<file path="src/rtl/rtc_bus_arbiter.sv">
// ---------------------------------------------------------------------------
// rtc_bus_arbiter
//
// Arbitrates three requesters onto a multiplexed address/data RTC bus and
// runs one bus transaction at a time through ADDR -> LATCH -> DATA -> END
// (TPH cycles each) followed by a single DONE cycle that pulses the ack.
//
// Ports
//   clk, reset                 clock, synchronous active-high reset
//   req_t, dir_t, dato_t       time-set write request / address / data
//   req_f, dir_f, dato_f       date-set write request / address / data
//   req_l, dir_l               periodic read request / address
//   ack_t, ack_f, ack_l        one-cycle completion pulses
//   dato_leido, valido         last read data and its one-cycle update pulse
//   cs_n, rd_n, wr_n           RTC strobes, active low
//   a_d                        bus phase: 0 address, 1 data
//   bus_out, bus_oe            driven address/data and its tri-state enable
//   bus_in                     RTC data bus readback
//   ocupado                    high whenever a transaction is in progress
// ---------------------------------------------------------------------------
module rtc_bus_arbiter #(
  parameter int TPH = 4
) (
  input  logic       clk,
  input  logic       reset,
  input  logic       req_t,
  input  logic [7:0] dir_t,
  input  logic [7:0] dato_t,
  input  logic       req_f,
  input  logic [7:0] dir_f,
  input  logic [7:0] dato_f,
  input  logic       req_l,
  input  logic [7:0] dir_l,
  output logic       ack_t,
  output logic       ack_f,
  output logic       ack_l,
  output logic [7:0] dato_leido,
  output logic       valido,
  output logic       cs_n,
  output logic       rd_n,
  output logic       wr_n,
  output logic       a_d,
  output logic [7:0] bus_out,
  output logic       bus_oe,
  input  logic [7:0] bus_in,
  output logic       ocupado
);

  typedef enum logic [2:0] {
    S_IDLE, S_ADDR, S_LATCH, S_DATA, S_END, S_DONE
  } state_t;

  localparam logic [1:0] GNT_T = 2'd0;
  localparam logic [1:0] GNT_F = 2'd1;
  localparam logic [1:0] GNT_L = 2'd2;

  localparam logic [3:0] LP_RELOAD = 4'(TPH - 1);

  state_t     r_state, w_next;
  logic [3:0] r_cnt;
  logic [1:0] r_gnt, w_gnt;
  logic       r_op_rd, w_op_rd;
  logic [7:0] r_addr, w_addr;
  logic [7:0] r_data, w_data;
  logic       w_tmr;

  logic       r_cs_n, r_rd_n, r_wr_n, r_a_d, r_bus_oe;
  logic [7:0] r_bus_out, r_dato_leido;
  logic       r_ack_t, r_ack_f, r_ack_l, r_valido, r_ocupado;

  logic       w_cs_n, w_rd_n, w_wr_n, w_a_d, w_bus_oe;
  logic [7:0] w_bus_out;
  logic       w_ack_t, w_ack_f, w_ack_l, w_valido;

  // Next state, grant capture, and the output values that belong to the
  // next state. Registering the latter keeps every output aligned with the
  // state register instead of trailing it by a cycle.
  always_comb begin
    w_next  = r_state;
    w_gnt   = r_gnt;
    w_op_rd = r_op_rd;
    w_addr  = r_addr;
    w_data  = r_data;
    w_tmr   = (r_cnt == 4'd0);

    case (r_state)
      S_IDLE: begin
        if (req_t) begin
          w_next  = S_ADDR;
          w_gnt   = GNT_T;
          w_op_rd = 1'b0;
          w_addr  = dir_t;
          w_data  = dato_t;
        end else if (req_f) begin
          w_next  = S_ADDR;
          w_gnt   = GNT_F;
          w_op_rd = 1'b0;
          w_addr  = dir_f;
          w_data  = dato_f;
        end else if (req_l) begin
          w_next  = S_ADDR;
          w_gnt   = GNT_L;
          w_op_rd = 1'b1;
          w_addr  = dir_l;
        end
      end
      S_ADDR:  if (w_tmr) w_next = S_LATCH;
      S_LATCH: if (w_tmr) w_next = S_DATA;
      S_DATA:  if (w_tmr) w_next = S_END;
      S_END:   if (w_tmr) w_next = S_DONE;
      S_DONE:  w_next = S_IDLE;
      default: w_next = S_IDLE;
    endcase

    w_cs_n    = 1'b1;
    w_rd_n    = 1'b1;
    w_wr_n    = 1'b1;
    w_a_d     = 1'b1;
    w_bus_oe  = 1'b0;
    w_bus_out = r_bus_out;
    w_ack_t   = 1'b0;
    w_ack_f   = 1'b0;
    w_ack_l   = 1'b0;
    w_valido  = 1'b0;

    case (w_next)
      S_ADDR: begin
        w_cs_n    = 1'b0;
        w_a_d     = 1'b0;
        w_wr_n    = 1'b0;
        w_bus_oe  = 1'b1;
        w_bus_out = w_addr;
      end
      S_LATCH: begin
        // wr_n rising here is what latches the address inside the RTC.
        w_cs_n   = 1'b0;
        w_a_d    = 1'b0;
        w_bus_oe = 1'b1;
      end
      S_DATA: begin
        w_cs_n = 1'b0;
        if (w_op_rd) begin
          w_rd_n = 1'b0;
        end else begin
          w_wr_n    = 1'b0;
          w_bus_oe  = 1'b1;
          w_bus_out = w_data;
        end
      end
      S_DONE: begin
        w_ack_t  = (w_gnt == GNT_T);
        w_ack_f  = (w_gnt == GNT_F);
        w_ack_l  = (w_gnt == GNT_L);
        w_valido = w_op_rd;
      end
      default: ;
    endcase
  end

  always_ff @(posedge clk) begin
    if (reset) begin
      r_state      <= S_IDLE;
      r_cnt        <= 4'd0;
      r_gnt        <= GNT_T;
      r_op_rd      <= 1'b0;
      r_addr       <= 8'h00;
      r_data       <= 8'h00;
      r_cs_n       <= 1'b1;
      r_rd_n       <= 1'b1;
      r_wr_n       <= 1'b1;
      r_a_d        <= 1'b1;
      r_bus_oe     <= 1'b0;
      r_bus_out    <= 8'h00;
      r_ack_t      <= 1'b0;
      r_ack_f      <= 1'b0;
      r_ack_l      <= 1'b0;
      r_valido     <= 1'b0;
      r_dato_leido <= 8'h00;
      r_ocupado    <= 1'b0;
    end else begin
      r_state   <= w_next;
      r_gnt     <= w_gnt;
      r_op_rd   <= w_op_rd;
      r_addr    <= w_addr;
      r_data    <= w_data;
      // Every state entry restarts the phase timer.
      if (w_next != r_state) begin
        r_cnt <= LP_RELOAD;
      end else if (!w_tmr) begin
        r_cnt <= r_cnt - 4'd1;
      end
      r_cs_n    <= w_cs_n;
      r_rd_n    <= w_rd_n;
      r_wr_n    <= w_wr_n;
      r_a_d     <= w_a_d;
      r_bus_oe  <= w_bus_oe;
      r_bus_out <= w_bus_out;
      r_ack_t   <= w_ack_t;
      r_ack_f   <= w_ack_f;
      r_ack_l   <= w_ack_l;
      r_valido  <= w_valido;
      r_ocupado <= (w_next != S_IDLE);
      // Read data is taken only at the end of the last DATA cycle, when the
      // RTC has had the full phase to drive the bus.
      if (r_state == S_DATA && r_op_rd && w_tmr) begin
        r_dato_leido <= bus_in;
      end
    end
  end

  assign cs_n       = r_cs_n;
  assign rd_n       = r_rd_n;
  assign wr_n       = r_wr_n;
  assign a_d        = r_a_d;
  assign bus_oe     = r_bus_oe;
  assign bus_out    = r_bus_out;
  assign ack_t      = r_ack_t;
  assign ack_f      = r_ack_f;
  assign ack_l      = r_ack_l;
  assign valido     = r_valido;
  assign dato_leido = r_dato_leido;
  assign ocupado    = r_ocupado;

endmodule

</file>
<file path="config.mk">
export PLATFORM = sky130hd
export DESIGN_NAME = rtc_bus_arbiter
export DESIGN_NICKNAME = d
export VERILOG_FILES = /design/src/rtl/rtc_bus_arbiter.sv
export SDC_FILE = /design/constraint.sdc
export NUM_CORES = 1
export LEC_CHECK = 0
export CORE_MARGIN = 1
export CORE_UTILIZATION = 45
export DETAILED_ROUTE_END_ITERATION = 10
export GPL_ROUTABILITY_DRIVEN = 0
export PLACE_DENSITY = 0.83
export REMOVE_ABC_BUFFERS = 1
export SLEW_MARGIN = 20
export SYNTH_ARGS = -nofsm -noshare
export SYNTH_HDL_FRONTEND = slang
export SYNTH_SLANG_ARGS = --single-unit
export TNS_END_PERCENT = 30
</file>
<file path="constraint.sdc">
create_clock -name clk -period 5.3 [get_ports clk]
set_input_delay 1.325 -clock clk [delete_from_list [all_inputs] [get_ports clk]]
set_output_delay 1.325 -clock clk [all_outputs]
set_load 0.05 [all_outputs]
</file>
==> results of run 1 <==
==> cell usage after synthesis, drive strengths merged, types with 8 or more instances <==
library cell  count  area [µm²]
a311oi            8       120.1
o21ai            14       70.06
nor3              9       50.05
nand2            19       71.32
nor2             38       142.6
nor2b             9       56.30
a211oi            8       65.06
dfxtp            52        1041
a21oi            18       90.09
buf               9       62.55
clkbuf           13       48.80
o211ai            8       60.06
mux2i            15       150.1
nand2b           11       68.82
==> layer usage <==
metal,GRT usage (%),vias to the layer above
met5,0,-
li1,-,1227
met2,40.26,98
met3,4.023,6
met1,27.13,1149
met4,5.185,0
==> power by group through the flow <==
stage	clock network, mW	logic, mW	registers, mW
after global routing	0.290	0.910	0.577
after detailed placement	0	0.838	0.570
after floorplan	0	0.458	0.689
after CTS	0.274	0.839	0.564
final	0.272	0.840	0.567
after global placement	0	0.817	0.569
==> path summary, 6_finish.rpt <==
path | start | endpoint
worst max-delay path | req_f | bus_out[6]
worst min-delay path | dato_leido[0] | dato_leido[0]
worst max register to register | r_cnt[0] | bus_out[0]
worst min register to register | dato_leido[0] | dato_leido[0]
==> worst max-delay path, cell delays in order <==
cell and delay (ps):
clkdlybuf4s50_1 690, or3_4 530, a221o_1 440, and2_4 250, a311oi_2 240
==> sequential cells by signal (all words and copies together) (netlist names) <==
register,count
a_d,1
ack_f,1
ack_l,1
ack_t,1
bus_oe,1
bus_out,8
cs_n,1
dato_leido,8
ocupado,1
r_addr,8
r_cnt,4
r_data,8
r_gnt,2
r_op_rd,1
r_state,3
rd_n,1
valido,1
wr_n,1
==> layout make-up <==
class | instances | area, µm²
Fill cell | 497 | 2057
Timing Repair Buffer | 82 | 810.8
Inverter | 7 | 26.28
Sequential cell | 52 | 1041
Clock buffer | 5 | 68.82
Clock inverter | 3 | 42.54
Tap cell | 72 | 90.09
Multi-Input combinational cell | 219 | 1471
==> kinds of logic (layout without fill, tap and decap cells) <==
| family | Yosys count | in the layout | share of synthesized area (%) |
|---|---|---|---|
| compound gates | 88 | 88 | 25.50 |
| xor+xnor | 2 | 2 | 0.6611 |
| fa+ha+maj | 1 | 1 | 0.4721 |
| buf+inv | 29 | 97 | 5.194 |
| flops | 52 | 52 | 39.28 |
| mux | 17 | 17 | 6.515 |
| simple gates | 111 | 111 | 22.38 |
==> through the flow <==
stage | std cells | instance area, µm²
after floorplan | 278 | 2539
after global placement | 432 | 3440
after detailed placement | 432 | 3440
after CTS | 440 | 3551
after global routing | 440 | 3551
final | 440 | 3551
==> implementation parameters, run 1 <==
Parameter                              Value

Outcome
  Outcome ... complete, no violations

Pwr
  Switching part of the total power ... between 40 and 50%
  Post-layout power ... roughly 1.7 mW
  Sequential share of power ... around 34%
  Total leakage power ... approximately 1.4 nW
  Psw ... just over 700 µW
  Internal ... about 970 µW
  Fraction of power consumed by combinational cells ... 50.0%
  Cell Pwr Density ... 472.8 nW/µm²
  Largest vdd supply drop ... ~290 µV
  Clk network pwr share ... approximately 16%

Yosys
  Post-synthesis average cell area ... between 8 and 9 µm²
  Most instantiated flip-flop cell in the synthesis netlist ... dfxtp_1
  Register bit count reported by yosys ... 52
  EDFF count, synth ... 0
  Gate count of the mapped netlist ... 300
  Number of distinct library cells after synthesis ... 51
  Sequential-to-total area share from yosys stat ... between 30% and 40%
  Summed instance area of the synthesized netlist ... about 2700 µm²
  Number of warnings printed during yosys synthesis ... 0
  Ys async rst share ... 0%

Setup path
  Start-to-end type of the worst setup path ... in -> reg
  Max FO, Critical Path ... 17
  Signal arrival time at the worst endpoint ... 3480 ps
  FF-to-FF setup slack ... around 3000 ps
  Critical path startpoint category ... primary input
  Critical Path Sink Type ... flop
  Data required time of the critical path ... roughly 5500 ps
  Worst-case reg-to-reg path depth ... 7

Route
  Post-DRT Antenna Nets ... 0
  Detailed-routed wire length on met2 ... between 3000 and 4000 µm
  Number of DRC violations after detailed-routing iteration 0 ... 143
  Post-route DRC violation count ... 0
  Total via count in the routed design ... around 2500
  Routed length per placed instance ... 15.13 µm
  Metal1 wirelength ... a little under 3000 µm
  Top sig layer ... met4
  Total wirelength of the detailed-routed design ... between 6000 and 7000 µm
  Via density per instance ... roughly 5.6
  DR pass1 iterations ... 4
  Met3 wire length ... between 400 and 500 µm

STA
  Number of pins with negative max-slew slack in the final report ... 0
  RSZ-0062 raised after global routing ... no
  Hold Violations, Final ... 0
  Clock skew after layout ... between 7 and 8 ps
  Shortest period the worst path allows ... ~3300 ps
  Highest attainable clock frequency ... approximately 310 MHz
  Final period utilization ... 61.55%
  Hold Worst Slack ... 508.0 ps
  Actual transition at the worst max-transition pin ... between 700 and 800 ps
  Finish-stage setup viols ... 0
  Final sum of negative setup slack ... 0 ps
  Final worst slack ... just over 2000 ps
  Worst-case headroom to the max-slew limit ... between 40% and 50%

Cells and area
  N_diodes ... 0
  Layout area overhead ... 33.99%
  Commonest non-fill, non-tap cell in the layout ... clkdlybuf4s50_1
  NumNets Final ... 421
  Most used cells in the layout excluding fill and tap cells ... clkdlybuf4s50_1 (78), dfxtp_1 (52), nor2_1 (38), nand2_1 (19), a21oi_1 (18)
  Fraction of the core area covered by cells at the end of the flow ... approximately 63%
  Fraction of layout instances using a drive strength above 1 ... under 10%

CTS
  Number of H-tree branching levels ... 2
  Clk Tree Root Cell ... clkbuf_8
  Sink count of the clock tree ... 52
  CTS Hold Buffers Added ... 0
  Clock transition time at the flip-flop clock pins of the worst setup and hold paths ... 100 ps
  Setup bufs post-CTS ... 0
  CTS tree ... done
  Clock tree buffer depth ... 2
  Source-to-sink clock delay at the later pin of the worst-skew pair ... ~300 ps
  TritonCTS buffer count ... 5
  Number of gates resized after CTS ... 0

Place
  Number of port buffers ... about 80
  Post-Place Worst Slack ... 1730 ps
  Estimated wirelength of the detail-placed design ... around 4900 µm

Die
  Starting Density ... around 47%
  Chip Height ... 78.74 µm
  Die Footprint ... between 6000 and 7000 µm²
  Std cell rows ... 27
  Die span in x ... about 79 µm
  I/O Pins ... approximately 80
  Core region area ... 5608 µm²

Global route
  Global Route Usage Sum ... 22.25%
  Global-route wire length before repair ... ~11000 µm
  Final global-route overflow total ... 0
  Maximum number of pins on one net before global-route repair ... 28
  Number of antenna violations at the first check in global routing ... 0
  Number of global-route vias before repair ... around 2400

Run
  MaxCap Viol Count ... 0

Min path
  Path type of the worst min-delay path ... reg -> reg
  Cell depth of the worst min-delay path ... 2
No activity file was read; power rests on OpenSTA's default activity.
==> inputs of run 2 (changes only) <==
Settings changed: CORE_UTILIZATION 45 to 43.
Clock period 5.3 ns to 2.7 ns, I/O delays scaled along.
==> run 2 against run 1 <==
  * Design area is 2.4% higher
  * Register-to-register slack worse by 2400 ps
  * Setup slack worse by 1600 ps
  * Clock power is 71% higher
  * Largest power group unchanged
==> implementation parameters, run 2 (synthesis gave the netlist of run 1 again) <==
Parameter                              Value

Outcome
  Outcome ... complete, no violations

Route
  Post-DRT Antenna Nets ... 0 (unchanged)
  Post-route DRC violation count ... 0 (unchanged)
  Total via count in the routed design ... 2585 (+4.2%)
  DR pass1 iterations ... 5 (+1)
  Routed length per placed instance ... 15.32 µm (+1.2%)
  Number of DRC violations after detailed-routing iteration 0 ... 163 (+14%)
  Total wirelength of the detailed-routed design ... 6984 µm (+4.9%)
  Via density per instance ... 5.669 (+0.58%)

Die
  Die Footprint ... 6481 µm² (+4.5%)
  Std cell rows ... 28 (+3.7%)
  Die span in x ... 80.51 µm (+2.2%)
  Starting Density ... 44.76% (-2.5 points)
  Core region area ... 5921 µm² (+5.6%)
  Chip Height ... 80.51 µm (+2.2%)
  I/O Pins ... 79 (unchanged)

Global route
  Global-route wire length before repair ... 11250 µm (+3.0%)
  Number of global-route vias before repair ... 2444 (+1.5%)
  Met2 Resource Use GR ... 40.51% (+0.25 points)
  Final global-route overflow total ... 0 (unchanged)
  Maximum number of pins on one net before global-route repair ... 32 (+14%)
  Global Route Usage Sum ... 22.78% (+0.53 points)
  Busiest layer in global routing ... met2
  Number of antenna violations at the first check in global routing ... 0 (unchanged)
  GR Layer Usage met3 ... 5.114% (+1.1 points)
  Routing usage on met1 ... 26.81% (-0.32 points)

Pwr
  Total leakage power ... 1.409 nW (+3.7%)
  Internal ... 1.864 mW (+93%)
  Psw ... 1.437 mW (+100%)
  Post-layout power ... 3.301 mW (+97%)
  Cell Pwr Density ... 907.9 nW/µm² (+92%)
  Switching part of the total power ... 43.52% (+1.1 points)
  Fraction of power consumed by combinational cells ... 52.3% (+2.3 points)
  Clk network pwr share ... 14.1% (-2.1 points)
  Largest vdd supply drop ... 551.2 µV (+90%)
  Sequential share of power ... 33.5% (-0.3 points)

CTS
  Clock transition time at the flip-flop clock pins of the worst setup and hold paths ... 100 ps (about the same)
  Sink count of the clock tree ... 52 (unchanged)
  CTS Hold Buffers Added ... 0 (unchanged)
  Number of H-tree branching levels ... 2 (unchanged)
  Setup bufs post-CTS ... 0 (unchanged)
  Number of gates resized after CTS ... 0 (unchanged)
  Source-to-sink clock delay at the later pin of the worst-skew pair ... 310 ps (about the same)
  TritonCTS buffer count ... 5 (unchanged)
  Clock tree buffer depth ... 2 (unchanged)
  Clk Tree Root Cell ... clkbuf_8
  CTS tree ... done

Cells and area
  Most used cells in the layout excluding fill and tap cells ... clkdlybuf4s50_1 (78), dfxtp_1 (52), nor2_1 (38), nand2_1 (19), a21oi_1 (18)
  Area of all placed cells without fillers ... 3636 µm² (+2.4%)
  Fraction of layout instances using a drive strength above 1 ... 10.76% (+3.2 points)
  N_diodes ... 0 (unchanged)
  Post-Layout Cell Count ... 456 (+3.6%)
  Commonest non-fill, non-tap cell in the layout ... clkdlybuf4s50_1
  NumNets Final ... 434 (+3.1%)
  Fraction of the core area covered by cells at the end of the flow ... 61.41% (-1.9 points)
  Layout area overhead ... 37.20%

STA
  Final sum of negative setup slack ... 0 ps (unchanged)
  Actual transition at the worst max-transition pin ... 655.1 ps (-136.6 ps)
  RSZ-0062 raised after global routing ... no
  Hold Worst Slack ... 505.3 ps (-2.715 ps)
  Number of pins with negative max-slew slack in the final report ... 0 (unchanged)
  Final worst slack ... 419.8 ps (-1618 ps)
  Final period utilization ... around 84%
  Hold Violations, Final ... 0 (unchanged)
  Worst-case headroom to the max-slew limit ... 56.33% (+11 points)
  Shortest period the worst path allows ... between 2000 and 2500 ps
  Highest attainable clock frequency ... ~440 MHz
  Clock skew after layout ... 16.04 ps (+8.484 ps)
  Finish-stage setup viols ... 0 (unchanged)

Setup path
  First element of the critical path ... req_f
  Signal arrival time at the worst endpoint ... 2470 ps (-1010 ps)
  Data required time of the critical path ... 2890 ps (-2630 ps)
  Cell type group with the largest total delay on the critical path ... simple AND/OR/NAND/NOR gates
  Critical path startpoint category ... primary input
  RR Startpoint ... r_state[1]
  FF-to-FF setup slack ... 550 ps (-2370 ps)
  Delay of the slowest cell on the worst path ... 470 ps (-220 ps)
  Start-to-end type of the worst setup path ... in -> reg
  Critical path depth ... 5 (unchanged)
  Critical Path Sink Type ... flop
  Critical path's slowest cell ... clkdlybuf4s50_1
  Critical path buffer and inverter count ... 1 (unchanged)
  CP Cell Sequence ... clkdlybuf4s50_1, or3_4, and2_1, o311a_1, or3_1
  Worst-case reg-to-reg path depth ... 4 (-3)
  Max FO, Critical Path ... 6 (-11)
  Reg-to-reg critical path endpoint ... bus_out[0]

Place
  Post-Place Worst Slack ... 107.8 ps (-1622 ps)
  Number of port buffers ... 78 (unchanged)
  Placement Cell Area ... 3541 µm² (+2.9%)
  Placed cell count ... 448 (+3.7%)
  Estimated wirelength of the detail-placed design ... 5213 µm (+6.8%)

Min path
  Cell depth of the worst min-delay path ... 2 (unchanged)
  Path type of the worst min-delay path ... reg -> reg
  Origin of the worst min-delay path ... dato_leido[6]
  Hold worst-path end ... dato_leido[6]

Run
  MaxCap Viol Count ... 0 (unchanged)
==> run 2: per-layer routing <==
metal	up-vias	share of wire, %
met5	-	0
met4	0	1.7
met3	12	6.8
met2	117	49
met1	1196	42
li1	1260	-
==> run 2: cell type report <==
| class | instances | area, µm² |
|---|---|---|
| Clock buffer | 5 | 68.82 |
| Clock inverter | 3 | 26.28 |
| Fill cell | 511 | 2285 |
| Inverter | 7 | 26.28 |
| Multi-Input combinational cell | 219 | 1471 |
| Sequential cell | 52 | 1041 |
| Tap cell | 75 | 93.84 |
| Timing Repair Buffer | 95 | 908.4 |
==> run 2: worst register-to-register path, delay by kind of cell, from the launching register on <==
| kind | cells | cell delay [ps] |
|---|---|---|
| and+or+nand+nor | 1 | 730 |
| AOI/OAI and AO/OA | 3 | 800 |
| DFF | 1 | 510 |
==> run 2: worst max-delay path by stage <==
stage | to | slack, ps
final | ocupado | 420
after global routing | bus_out[5] | 350
after CTS | ocupado | 430
after detailed placement | ocupado | 110
after global placement | bus_out[0] | 140
after floorplan | bus_out[0] | 240
==> run 2: power groups by stage <==
stage | clock network (mW) | registers [mW] | logic, mW
final | 0.466 | 1.11 | 1.73
after detailed placement | 0 | 1.12 | 1.72
after global routing | 0.507 | 1.13 | 1.87
after global placement | 0 | 1.11 | 1.68
after CTS | 0.473 | 1.10 | 1.73
after floorplan | 0 | 1.35 | 0.899
